**config.mk**
```make
export PLATFORM = sky130hd
export DESIGN_NAME = sdu_dump_seq
export DESIGN_NICKNAME = d
export VERILOG_FILES = /design/src/rtl/sdu_dump_seq.sv
export SDC_FILE = /design/constraint.sdc
export NUM_CORES = 1
export LEC_CHECK = 0
export BUFFER_PORTS_ARGS = -buffer_cell sky130_fd_sc_hd__buf_2
export CAP_MARGIN = 20
export CORE_MARGIN = 8
export CORE_UTILIZATION = 40
export DETAILED_ROUTE_END_ITERATION = 12
export PLACE_DENSITY = 0.71
export RECOVER_POWER = 100
export SLEW_MARGIN = 20
export SYNTH_ARGS = -nofsm -noshare
export SYNTH_HDL_FRONTEND = slang
export SYNTH_SLANG_ARGS = --single-unit
```
**constraint.sdc**
```tcl
create_clock -name clk -period 4.3 [get_ports clk]
set_input_delay 0 -clock clk [delete_from_list [all_inputs] [get_ports clk]]
set_output_delay 0 -clock clk [all_outputs]
set_load 0.05 [all_outputs]
```
**src/rtl/sdu_dump_seq.sv**
```systemverilog
// sdu_dump_seq
//   Dump sequencer for the serial debug unit. A start command walks addr
//   over a window of RF, DM or IM, captures each 32-bit word and streams it
//   to the UART TX byte interface as uppercase ASCII hex. Words on a line
//   are separated by a space, and each line ends with CR LF.
//
// Ports
//   clk, rst          single clock, synchronous active-high reset
//   start             1-cycle command pulse, only accepted while idle
//   src               source select: 0=RF, 1=DM, 2=IM, 3=reserved (reads 0)
//   base, count       first word address and number of words, captured on start
//   abort             stop the dump at the next byte boundary
//   busy, done        busy while a dump runs, 1-cycle done pulse at its end
//   addr              read address to RF/DM/IM (owned by this block while busy)
//   dout_rf/dm/im     read data, valid RD_LAT cycles after an addr change
//   d_tx, vld_tx      byte to the TX side and its valid
//   rdy_tx            TX ready; a byte moves when vld_tx & rdy_tx at an edge
module sdu_dump_seq #(
  parameter int RD_LAT         = 1,
  parameter int WORDS_PER_LINE = 4
) (
  input  logic        clk,
  input  logic        rst,
  input  logic        start,
  input  logic [1:0]  src,
  input  logic [31:0] base,
  input  logic [15:0] count,
  input  logic        abort,
  output logic        busy,
  output logic        done,
  output logic [31:0] addr,
  input  logic [31:0] dout_rf,
  input  logic [31:0] dout_dm,
  input  logic [31:0] dout_im,
  output logic [7:0]  d_tx,
  output logic        vld_tx,
  input  logic        rdy_tx
);

  typedef enum logic [2:0] {IDLE, ADDR, WAIT, HEX, SEP, CR, LF, FIN} state_t;

  state_t      state;
  logic [31:0] base_q;
  logic [15:0] count_q;
  logic [1:0]  src_q;
  logic [15:0] idx;
  logic [4:0]  line_cnt;
  logic [2:0]  wait_cnt;
  logic [2:0]  nib;
  logic [31:0] word;
  logic        abort_q;

  logic [31:0] rd_word;
  logic        xfer;
  logic        abort_pend;
  logic        last_word;

  // ASCII for one hex digit, uppercase letters.
  function automatic logic [7:0] hex_char(input logic [3:0] n);
    if (n < 4'd10) hex_char = 8'h30 + {4'h0, n};
    else           hex_char = 8'h37 + {4'h0, n};
  endfunction

  // Read data mux driven by the source captured at start, so a change on
  // src mid-dump cannot switch memories underneath the walk.
  always_comb begin
    rd_word = 32'h0;
    case (src_q)
      2'd0:    rd_word = dout_rf;
      2'd1:    rd_word = dout_dm;
      2'd2:    rd_word = dout_im;
      default: rd_word = 32'h0;
    endcase
  end

  assign xfer       = vld_tx & rdy_tx;
  // The live abort input is ORed in so that an abort is acted on in the
  // same cycle it arrives, not one cycle later.
  assign abort_pend = abort_q | abort;
  assign last_word  = (idx == count_q - 16'd1);

  // Main sequencer. Every output is registered. Abort is only acted on
  // when no byte is being offered, or on the edge where the offered byte
  // transfers, so a byte is never withdrawn once vld_tx is high.
  always_ff @(posedge clk) begin
    if (rst) begin
      state    <= IDLE;
      busy     <= 1'b0;
      done     <= 1'b0;
      addr     <= 32'h0;
      d_tx     <= 8'h0;
      vld_tx   <= 1'b0;
      base_q   <= 32'h0;
      count_q  <= 16'h0;
      src_q    <= 2'd0;
      idx      <= 16'h0;
      line_cnt <= 5'd0;
      wait_cnt <= 3'd0;
      nib      <= 3'd0;
      word     <= 32'h0;
      abort_q  <= 1'b0;
    end else begin
      done <= 1'b0;
      if (busy) abort_q <= abort_q | abort;

      case (state)
        IDLE: begin
          if (start) begin
            base_q   <= base;
            count_q  <= count;
            src_q    <= src;
            idx      <= 16'h0;
            line_cnt <= 5'd0;
            abort_q  <= 1'b0;
            busy     <= 1'b1;
            state    <= (count == 16'h0) ? FIN : ADDR;
          end
        end

        ADDR: begin
          if (abort_pend) begin
            state <= FIN;
          end else begin
            addr     <= base_q + {16'h0, idx};
            wait_cnt <= 3'd0;
            state    <= WAIT;
          end
        end

        // Hold off until the read data for the new address has settled,
        // then load the word and offer its first digit in the same edge.
        WAIT: begin
          if (abort_pend) begin
            state <= FIN;
          end else if (wait_cnt == 3'(RD_LAT)) begin
            word     <= {rd_word[27:0], 4'h0};
            d_tx     <= hex_char(rd_word[31:28]);
            vld_tx   <= 1'b1;
            nib      <= 3'd0;
            line_cnt <= line_cnt + 5'd1;
            state    <= HEX;
          end else begin
            wait_cnt <= wait_cnt + 3'd1;
          end
        end

        // word is kept pre-shifted so its top nibble is always the next
        // digit to send.
        HEX: begin
          if (xfer) begin
            if (abort_pend) begin
              vld_tx <= 1'b0;
              state  <= FIN;
            end else if (nib == 3'd7) begin
              if (last_word || line_cnt == 5'(WORDS_PER_LINE)) begin
                d_tx  <= 8'h0D;
                state <= CR;
              end else begin
                d_tx  <= 8'h20;
                state <= SEP;
              end
            end else begin
              d_tx <= hex_char(word[31:28]);
              word <= {word[27:0], 4'h0};
              nib  <= nib + 3'd1;
            end
          end
        end

        SEP: begin
          if (xfer) begin
            vld_tx <= 1'b0;
            if (abort_pend) begin
              state <= FIN;
            end else begin
              idx   <= idx + 16'd1;
              state <= ADDR;
            end
          end
        end

        CR: begin
          if (xfer) begin
            if (abort_pend) begin
              vld_tx <= 1'b0;
              state  <= FIN;
            end else begin
              d_tx  <= 8'h0A;
              state <= LF;
            end
          end
        end

        LF: begin
          if (xfer) begin
            vld_tx   <= 1'b0;
            line_cnt <= 5'd0;
            if (abort_pend || last_word) begin
              state <= FIN;
            end else begin
              idx   <= idx + 16'd1;
              state <= ADDR;
            end
          end
        end

        FIN: begin
          done    <= 1'b1;
          busy    <= 1'b0;
          abort_q <= 1'b0;
          state   <= IDLE;
        end

        default: state <= IDLE;
      endcase
    end
  end

endmodule

```
==> reports/qor.yml <==
outcome: "complete, but fails checks"
failed_checks: "capacitance limit, slew limit"
max_freq_ghz: 0.282
skew_ns: 0.0109
htree_levels: 4
ys_seq_elements: 151
rrSetupSlack_ns: 0.75
rsz0062_at_grt: "false"
yosys.area.top_type: "dfxtp_1"
core.rowCount: 53
cap_viol_max_count: 3
avgRoutedWirePerCell_um: 15.2
overflow: 0
start_util: 0.407
drv_slew: 160
clkPwrFrac: 0.300
async_flop_share: 0
via_count: 8431
synth-warning-count: 0
synth_top_area_share: 0.354
reg2reg_depth: 5
switchingPower_w: 0.00186
grt_usage: 0.187
drive_above_1_share: 0.157
synth_cells: 1107
synth-seq-area-share: 0.354
post_cts_buffers: 0
startpoint: "state[0]"
syn_nets: 1285
cts-root-buf: "clkbuf_16"
power_frac_seq: 0.361
whs_path_depth: 5
required_ns: 4.65
tightest_slew_ns: 2.44
hp-start: "dout_im[22]"
numPortBuffers: 192
grt_pass1_wl_mm: 40.7
layout_common_cells: "227 x nand2_1, 150 x dfxtp_1, 149 x buf_2"
cts_tree: "yes"
clockBufferDepth: 2
layout_commonest_cell: "nand2_1"
avgSynthCellArea_um2: 7.70
dpl_cell_area_um2: 9630
layout_min_cycle_time_ns: 3.55
insertedDiodeCount: 0
path_clk_slew_ns: 0.06
clock_sinks: 151
postRouteAntennaNets: 0
grt_max_degree: 68
fin_setup_tns_ns: 0
slew_headroom: -0.625
reg2reg_from: "state[0]"
die_h_um: 162
n_fill_cell: 2034
whs_endpoint: "word[26]"
synthesis.area_um2: 8530
core_um2: 21000
ir_worst_vdd_mv: 0.240
design_area_um2: 10900
gp_congestion: 0.868
area_delta_synth_final_pct: 27.3
min_path_type: "in2reg"
clock_latency_ns: 0.42
synth.area.top_cells: "dfxtp_1 35%, nand2_1 10%, a21oi_1 7.1%"
io_pins: 194
drc_errors: 0
place_hpwl_mm: 17.0
p_per_area_nw_per_um2: 449
switching_share: 0.381
dieWidth_um: 162
viasPerCell: 5.24
synth_flop_cell: "dfxtp_1"
setup_viol: 0
end_kind: "flip-flop"
synth.distinct_cells: 66
cts_made_buffers: 17
synth-edff-count: 0
cp_max_fo: 48
final.period_utilization: 0.826
cp.arrival_ns: 3.90
finalHoldViolCount: 0
path_class: "reg2reg"
reg2reg_to: "addr[9]"
first_iter_violations: 451
comb_power_share: 0.339
critPathLaunchType: "flip-flop"
antenna_found_initial: 0
internal-power_w: 0.00302
routed_wirelength_mm: 24.5
layout.nets: 1499
grt_pass1_vias: 8377
leakagePower_nw: 4.08
dr.pass1.iters: 7
dieArea_um2: 26300
## cell type report
| type | count | area (µm²) | area share |
|---|---|---|---|
| Multi-Input combinational cell | 857 | 5140 | 0.474 |
| Sequential cell | 151 | 3020 | 0.279 |
| Timing Repair Buffer | 272 | 1680 | 0.154 |
| Clock buffer | 20 | 467 | 0.0430 |
| Tap cell | 275 | 344 | 0.0317 |
| Clock inverter | 12 | 116 | 0.0107 |
| Inverter | 22 | 82.6 | 0.00761 |
## Yosys cell counts (all sizes together), types with 4 or more instances
master	instances
a211o	6
a211oi	21
a21o	10
a21oi	122
a311oi	6
a31oi	5
and2	4
and3	11
buf	11
clkbuf	66
dfxtp	151
ha	26
inv	22
mux2i	39
nand2	228
nand2b	4
nand3	23
nand4	12
nor2	66
nor2b	17
nor3	43
nor4	9
nor4b	6
o211ai	53
o21a	5
o21ai	30
or2	7
or3	9
xnor2	40
xor2	19
## power by group through the flow
stage                     registers, W  logic (W)  clock network (W)
after detailed placement       0.00178    0.00162                  0
after floorplan                0.00184    0.00115                  0
after global placement         0.00177    0.00160                  0
after global routing           0.00179    0.00184            0.00157
final                          0.00176    0.00166            0.00146
after CTS                      0.00175    0.00167            0.00150
## worst max path at each step
| stage | to | slack, ns | cells past startpoint |
|---|---|---|---|
| finish | addr[9] | 0.75 | 5 |
| CTS | idx[6] | 0.80 | 11 |
| global placement | idx[15] | 0.90 | 11 |
| detailed placement | idx[12] | 0.83 | 10 |
| floorplan | idx[14] | 1.37 | 12 |
| global route | addr[9] | 0.44 | 5 |
## sequential cells by signal, indices dropped and copies added (netlist names)
name,flops
wait_cnt,3
nib,3
d_tx,7
vld_tx,1
line_cnt,5
abort_q,1
count_q,16
addr,32
state,3
src_q,2
idx,16
busy,1
word,28
base_q,32
done,1
## layer usage
layer,wire length (µm),track usage,vias up
met5,0,0,-
met4,488,0.0673,0
met3,1490,0.0481,39
met2,11700,0.322,241
met1,10800,0.219,3823
li1,-,-,4328
## repair_timing
| item | in CTS | in global routing |
|---|---|---|
| hold buffers | 71 | 0 |
| hold endpoints to repair | 71 | 0 |
| gates resized for setup | 0 | 0 |
## cell families (layout without fill, tap and decap cells)
logic type	count (synthesis)	after routing	synth area share
XOR/XNOR	59	59	0.0606
other	1	1	0.000440
adder cells (fa/ha/maj)	28	28	0.0417
AO/OA/AOI/OAI	280	280	0.205
buffers and inverters	99	326	0.0449
AND/OR/NAND/NOR	450	450	0.247
multiplexers	39	39	0.0458
flip-flops	151	151	0.354
## critical path: stages, from the launching register on
cell	delay (ns)
dfxtp_1	0.99
nand2_1	0.20
nor3_2	0.15
clkbuf_1	1.59
nand3_1	0.28
a21oi_1	0.24
## through the flow
stage | total power, W | std cells | setup slack, ns | hold slack (ns) | utilization
after floorplan | 0.00300 | 1107 | 1.37 | 0.136 | -
after global placement | 0.00337 | 1506 | 0.900 | 0.242 | 0.459
after detailed placement | 0.00340 | 1506 | 0.835 | 0.249 | 0.460
after CTS | 0.00492 | 1609 | 0.803 | 0.00136 | 0.521
after global routing | 0.00519 | 1609 | 0.438 | 0.0283 | 0.518
final | 0.00488 | 1609 | 0.750 | 0.00824 | 0.518
Note: power is estimated with default switching activity, not from simulation.
